## src/rtl/cpu_pkg.sv

```systemverilog
// Shared definitions for the fetch stage: FSM encoding, reset/bubble defaults
// and PC arithmetic helpers.
package cpu_pkg;

   typedef enum logic [1:0] {
      ST_BOOT      = 2'd0,
      ST_FETCH     = 2'd1,
      ST_MISS_WAIT = 2'd2
   } fetch_state_e;

   localparam logic [31:0] RESET_PC_DEF  = 32'h0000_0000;
   localparam logic [31:0] NOP_INSTR_DEF = 32'h0000_0000;
   localparam logic [31:0] PC_STEP       = 32'd4;

   // Instructions are word aligned; redirect targets drop their low two bits.
   function automatic logic [31:0] align_word(input logic [31:0] addr);
      return {addr[31:2], 2'b00};
   endfunction

endpackage

```

## src/rtl/fetch_unit_pc_reg.sv

```systemverilog
// Program counter register: synchronous active-low reset, load, increment, hold.
module pc_reg
   import cpu_pkg::*;
#(
   parameter logic [31:0] RESET_PC = RESET_PC_DEF
) (
   input  logic        clk,
   input  logic        rst_n,
   input  logic        load,
   input  logic        inc,
   input  logic [31:0] load_pc,
   output logic [31:0] pc
);

   // Load beats increment; neither asserted means hold. Increment wraps mod 2^32.
   always_ff @(posedge clk) begin
      if (!rst_n)
         pc <= RESET_PC;
      else if (load)
         pc <= load_pc;
      else if (inc)
         pc <= pc + PC_STEP;
   end

endmodule

```

## src/rtl/fetch_unit.sv

```systemverilog
// PC generation and IF/ID capture in front of a combinational instruction ROM,
// handling decode stall, execute redirect and ROM miss.
module fetch_unit
   import cpu_pkg::*;
#(
   parameter logic [31:0] RESET_PC  = RESET_PC_DEF,
   parameter logic [31:0] NOP_INSTR = NOP_INSTR_DEF
) (
   input  logic        Clk,
   input  logic        Rst,
   input  logic        Stall,
   input  logic        Branch,
   input  logic [31:0] BranchTarget,
   input  logic [31:0] IMemData,
   input  logic        IMemMiss,
   output logic [31:0] IMemAddr,
   output logic        IMemEn,
   output logic [31:0] IFID_Instr,
   output logic [31:0] IFID_PC,
   output logic [31:0] IFID_PCPlus4,
   output logic        IFID_Valid,
   output logic [31:0] FetchCount
);

   fetch_state_e state_q, state_d;
   logic [31:0]  pc_p0;
   logic [31:0]  pc_plus4_p0;
   logic         pc_load, pc_inc;
   logic         capture, bubble;

   logic [31:0]  instr_p1, pc_p1, pc_plus4_p1;
   logic         vld_p1;
   logic [31:0]  fetch_cnt;

   assign pc_plus4_p0 = pc_p0 + PC_STEP;
   assign IMemAddr    = pc_p0;

   pc_reg #(
      .RESET_PC (RESET_PC)
   ) u_pc_reg (
      .clk     (Clk),
      .rst_n   (Rst),
      .load    (pc_load),
      .inc     (pc_inc),
      .load_pc (align_word(BranchTarget)),
      .pc      (pc_p0)
   );

   always_ff @(posedge Clk) begin
      if (!Rst)
         state_q <= ST_BOOT;
      else
         state_q <= state_d;
   end

   // FETCH and MISS_WAIT share one priority chain: Branch > Stall > Miss > capture.
   always_comb begin
      state_d = state_q;
      pc_load = 1'b0;
      pc_inc  = 1'b0;
      capture = 1'b0;
      bubble  = 1'b0;
      IMemEn  = 1'b0;
      case (state_q)
         ST_BOOT: begin
            state_d = ST_FETCH;
         end
         ST_FETCH, ST_MISS_WAIT: begin
            IMemEn = !(Stall && !Branch);
            if (Branch) begin
               pc_load = 1'b1;
               bubble  = 1'b1;
               state_d = ST_FETCH;
            end else if (!Stall) begin
               if (IMemMiss) begin
                  bubble  = 1'b1;
                  state_d = ST_MISS_WAIT;
               end else begin
                  capture = 1'b1;
                  pc_inc  = 1'b1;
                  state_d = ST_FETCH;
               end
            end
         end
         default: begin
            state_d = ST_BOOT;
         end
      endcase
      if (!Rst)
         IMemEn = 1'b0;
   end

   // ---- IF/ID boundary (p0 -> p1) ----
   // A bubble only rewrites Instr/Valid; the PC fields keep their last values.
   always_ff @(posedge Clk) begin
      if (!Rst) begin
         instr_p1    <= NOP_INSTR;
         pc_p1       <= 32'd0;
         pc_plus4_p1 <= 32'd0;
         vld_p1      <= 1'b0;
         fetch_cnt   <= 32'd0;
      end else if (capture) begin
         instr_p1    <= IMemData;
         pc_p1       <= pc_p0;
         pc_plus4_p1 <= pc_plus4_p0;
         vld_p1      <= 1'b1;
         fetch_cnt   <= fetch_cnt + 32'd1;
      end else if (bubble) begin
         instr_p1    <= NOP_INSTR;
         vld_p1      <= 1'b0;
      end
   end

   assign IFID_Instr   = instr_p1;
   assign IFID_PC      = pc_p1;
   assign IFID_PCPlus4 = pc_plus4_p1;
   assign IFID_Valid   = vld_p1;
   assign FetchCount   = fetch_cnt;

endmodule

```

## config.mk

```make
export PLATFORM = sky130hd
export DESIGN_NAME = fetch_unit
export DESIGN_NICKNAME = d
export VERILOG_FILES = /design/src/rtl/cpu_pkg.sv /design/src/rtl/fetch_unit_pc_reg.sv /design/src/rtl/fetch_unit.sv
export SDC_FILE = /design/constraint.sdc
export NUM_CORES = 1
export LEC_CHECK = 0
export ABC_AREA = 0
export BUFFER_PORTS_ARGS = -buffer_cell sky130_fd_sc_hd__buf_2
export CORE_UTILIZATION = 45
export CTS_CLUSTER_DIAMETER = 50
export CTS_CLUSTER_SIZE = 30
export DETAILED_ROUTE_END_ITERATION = 10
export GPL_ROUTABILITY_DRIVEN = 1
export HOLD_SLACK_MARGIN = 0.05
export PLACE_DENSITY = 0.81
export SETUP_SLACK_MARGIN = 0.2
export SLEW_MARGIN = 15
export SYNTH_ARGS = -nofsm -noshare
export SYNTH_HDL_FRONTEND = slang
export SYNTH_HIERARCHICAL = 1
export SYNTH_SLANG_ARGS = --single-unit
```

## constraint.sdc

```tcl
create_clock -name Clk -period 4.4 [get_ports Clk]
set_input_delay 0.22 -clock Clk [delete_from_list [all_inputs] [get_ports Clk]]
set_output_delay 0.22 -clock Clk [all_outputs]
set_load 0.02 [all_outputs]
```

==> PnR_summary.wiki <==
{| class="wikitable"
! Metric !! Value
|-
| Final max-slew violation count || 0
|-
| Static leakage || 3.76 nW
|-
| Share of layout cells above drive strength 1 || 25.0%
|-
| Max FO, Critical Path || 58
|-
| Number of register bits inferred by synthesis || 161
|-
| DRT iter0 DRCs || 721
|-
| Cells resized by post-CTS repair || 0
|-
| Post-cts hold buffer count || 30
|-
| Setup Crit Path Kind || reg2reg
|-
| Mean post-synth cell area || 8.24 um2
|-
| Crit path cell chain || inv_1 -> ha_1 -> and2b_1 -> nand2_1 -> inv_4 -> nand4_1 -> or4_1 -> a21oi_1
|-
| Global-route wire length before repair || 34800 um
|-
| CTS tree || built
|-
| Most common library cell in the layout ignoring fill and taps || sky130_fd_sc_hd__buf_2
|-
| Count of nets after finishing || 1178
|-
| Number of post-CTS setup repair buffers || 0
|-
| Async set-reset flop share out of synthesis || 0%
|-
| Worst reg-to-reg setup slack || 1.08 ns
|-
| Cell area after layout || 9440 um2
|-
| R2r endpoint || FetchCount[24]
|-
| Synth Instances || 887
|-
| Area overhead of the layout relative to synthesis || 29.3%
|-
| Number of synthesis warnings || 6
|-
| Boundary pin count || 231
|-
| Chip Width || 129 um
|-
| Number of clock buffers inserted by TritonCTS || 17
|-
| Number of flops mapped to enable cells by yosys || 0
|-
| Total number of H-tree levels || 4
|-
| Standard-cell row count || 46
|-
| Max transition margin || 44.2%
|-
| Clock-pin slew on the worst setup and hold paths || 0.06 ns
|-
| GRT overflow || 0
|-
| Transition at the pin with the smallest max-transition slack || 0.837 ns
|-
| Filler instances || 1413
|-
| Antenna violations before repair || 0
|-
| Half-perimeter wire length after placement || 14600 um
|-
| Maximum cell stage delay along the critical path || 0.77 ns
|-
| Unique masters post-synth || 55
|-
| Run status || finished clean
|-
| CP startpoint kind || flip-flop
|-
| Final clock skew || 0.0118 ns
|-
| CP required || 4.74 ns
|-
| Core ar. || 15900 um2
|-
| Worst-case vdd ir drop || 319 uV
|-
| CTS max path bufs || 2
|-
| Clk sink count || 161
|-
| Hold path startpoint || IMemData[15]
|-
| WL per Instance || 17.1 um
|-
| Post-route clock period utilization || 75.5%
|-
| Pwr/cell area || 372 nW/um2
|-
| CP startpoint || state_q[1]
|-
| Routed WL || 22800 um
|-
| Synth Cell Area || 7300 um2
|-
| Worst Path Arrival || 3.67 ns
|-
| Final GP Congestion || 0.837
|-
| Capturing instance or port of the critical path || FetchCount[24]
|-
| Hold violation total from the final report || 0
|-
| Antenna diode instance count || 0
|-
| Post-detailed-route DRC marker count || 0
|-
| ANT nets after route || 0
|-
| First-pass iteration count of the detailed router || 5
|-
| Final critical-path required period || 3.32 ns
|-
| Final Setup Violations || 0
|-
| Part of the Yosys area used for sequential elements || 44.1%
|-
| Die Ht || 129 um
|-
| Maximum frequency from static timing analysis || 301 MHz
|-
| Total via count after detailed routing || 7783
|-
| Buffers added on ports || 228
|-
| Commonest non-fill, non-tap cells in the layout || sky130_fd_sc_hd__buf_2, sky130_fd_sc_hd__dfxtp_1, sky130_fd_sc_hd__nand2_1
|-
| Max-cap check violation count || 0
|-
| Depth of the worst register-to-register path || 8
|-
| FF-to-FF Start || state_q[1]
|-
| Starting density of the core || 46.0%
|-
| Dominant synthesized flop cell || sky130_fd_sc_hd__dfxtp_1
|-
| Crit-path slowest cell || sky130_fd_sc_hd__nand4_1
|-
| Clock root buffer || sky130_fd_sc_hd__clkbuf_16
|-
| Via density per instance || 5.84
|-
| Clock insertion delay at the later pin of the skew report || 0.43 ns
|-
| Cell Area, Placed || 8510 um2
|-
| Hold/Removal Path Class || in2reg
|-
| RSZ-0062 raised after global routing || no
|-
| Pin count of the biggest net entering global routing || 72
|-
| CP Capture Type || flip-flop
|-
| Total die area || 16700 um2
|-
| Via count of the first global-routing pass || 6916
|-
| Setup tns final || 0 ns
|-
| All-layer global routing usage || 26.5%
|}
cells by family after synthesis:
group | share of synthesized area [%]
adders and majority gates | 0.856
xor gates and xnor gates | 3.48
and+or+nand+nor | 26.1
buffers and inverters | 4.59
other | 0.0513
DFF | 44.1
AOI/OAI and AO/OA | 20.1
muxes | 0.685
cells in the mapped netlist (15+ instances only):
cell type,number,area share [%]
sky130_fd_sc_hd__nand3_1,29,2.0
sky130_fd_sc_hd__clkbuf_1,50,2.6
sky130_fd_sc_hd__or3_1,22,1.9
sky130_fd_sc_hd__a31oi_1,16,1.4
sky130_fd_sc_hd__nor4_1,15,1.3
sky130_fd_sc_hd__dfxtp_1,161,44
sky130_fd_sc_hd__o21ai_0,57,3.9
sky130_fd_sc_hd__nor3_1,17,1.2
sky130_fd_sc_hd__a22oi_1,33,3.4
sky130_fd_sc_hd__xor2_1,15,1.8
sky130_fd_sc_hd__nor2_1,66,3.4
sky130_fd_sc_hd__a21oi_1,77,5.3
sky130_fd_sc_hd__o31ai_1,23,2.4
sky130_fd_sc_hd__or4_1,23,2.4
sky130_fd_sc_hd__nand4_1,38,3.3
sky130_fd_sc_hd__nand2_1,103,5.3
power breakdown:
part	internal, mW	switching, mW
registers	1.50	0.101
clock network	0.960	0.615
logic	0.133	0.204
metrics by stage:
step,power [mW],cells,hold slack (ns),worst slack [ns],utilization [%]
6_report,3.51,1333,0.0568,1.08,59.4
5_1_grt,3.62,1333,0.0696,0.826,59.4
4_1_cts,3.52,1333,0.0505,1.13,59.4
2_1_floorplan,1.80,888,0.363,1.42,-
3_5_place_dp,1.94,1271,0.443,1.14,53.6
3_3_place_gp,1.93,1271,0.438,1.24,53.6
how the worst min path moves through the flow:
stage          slack, ns  cells past startpoint             end
6_report            0.06                      3  IFID_Instr[15]
3_3_place_gp        0.44                      2      IFID_PC[9]
3_5_place_dp        0.44                      2      IFID_PC[3]
5_1_grt             0.07                      3  IFID_Instr[13]
2_1_floorplan       0.36                      2  u_pc_reg/pc[3]
4_1_cts             0.05                      3  IFID_Instr[31]
layout make-up:
class | instances | area [um2] | share of cell area [%]
clock inverter | 10 | 148 | 1.56
sequential | 161 | 3220 | 34.1
timing repair buffer | 264 | 1500 | 15.9
clock buffer | 22 | 484 | 5.13
inverter | 16 | 63.8 | 0.676
multi-input combinational | 644 | 3750 | 39.8
tap | 216 | 270 | 2.86
routing by layer:
metal / wire length (um) / global-route usage [%]
met2: 10600 / 42.2
met3: 2080 / 7.39
met4: 609 / 11.3
met5: 0 / 0
met1: 9580 / 33.7
critical path: cells and delay by family, from the launching register on:
family	cells	cell delay [ns]
adders and majority gates	1	0.34
buffers and inverters	2	0.53
DFF	1	0.37
AOI/OAI and AO/OA	1	0.15
and+or+nand+nor	4	1.84
(Power assumes the default switching activity.)
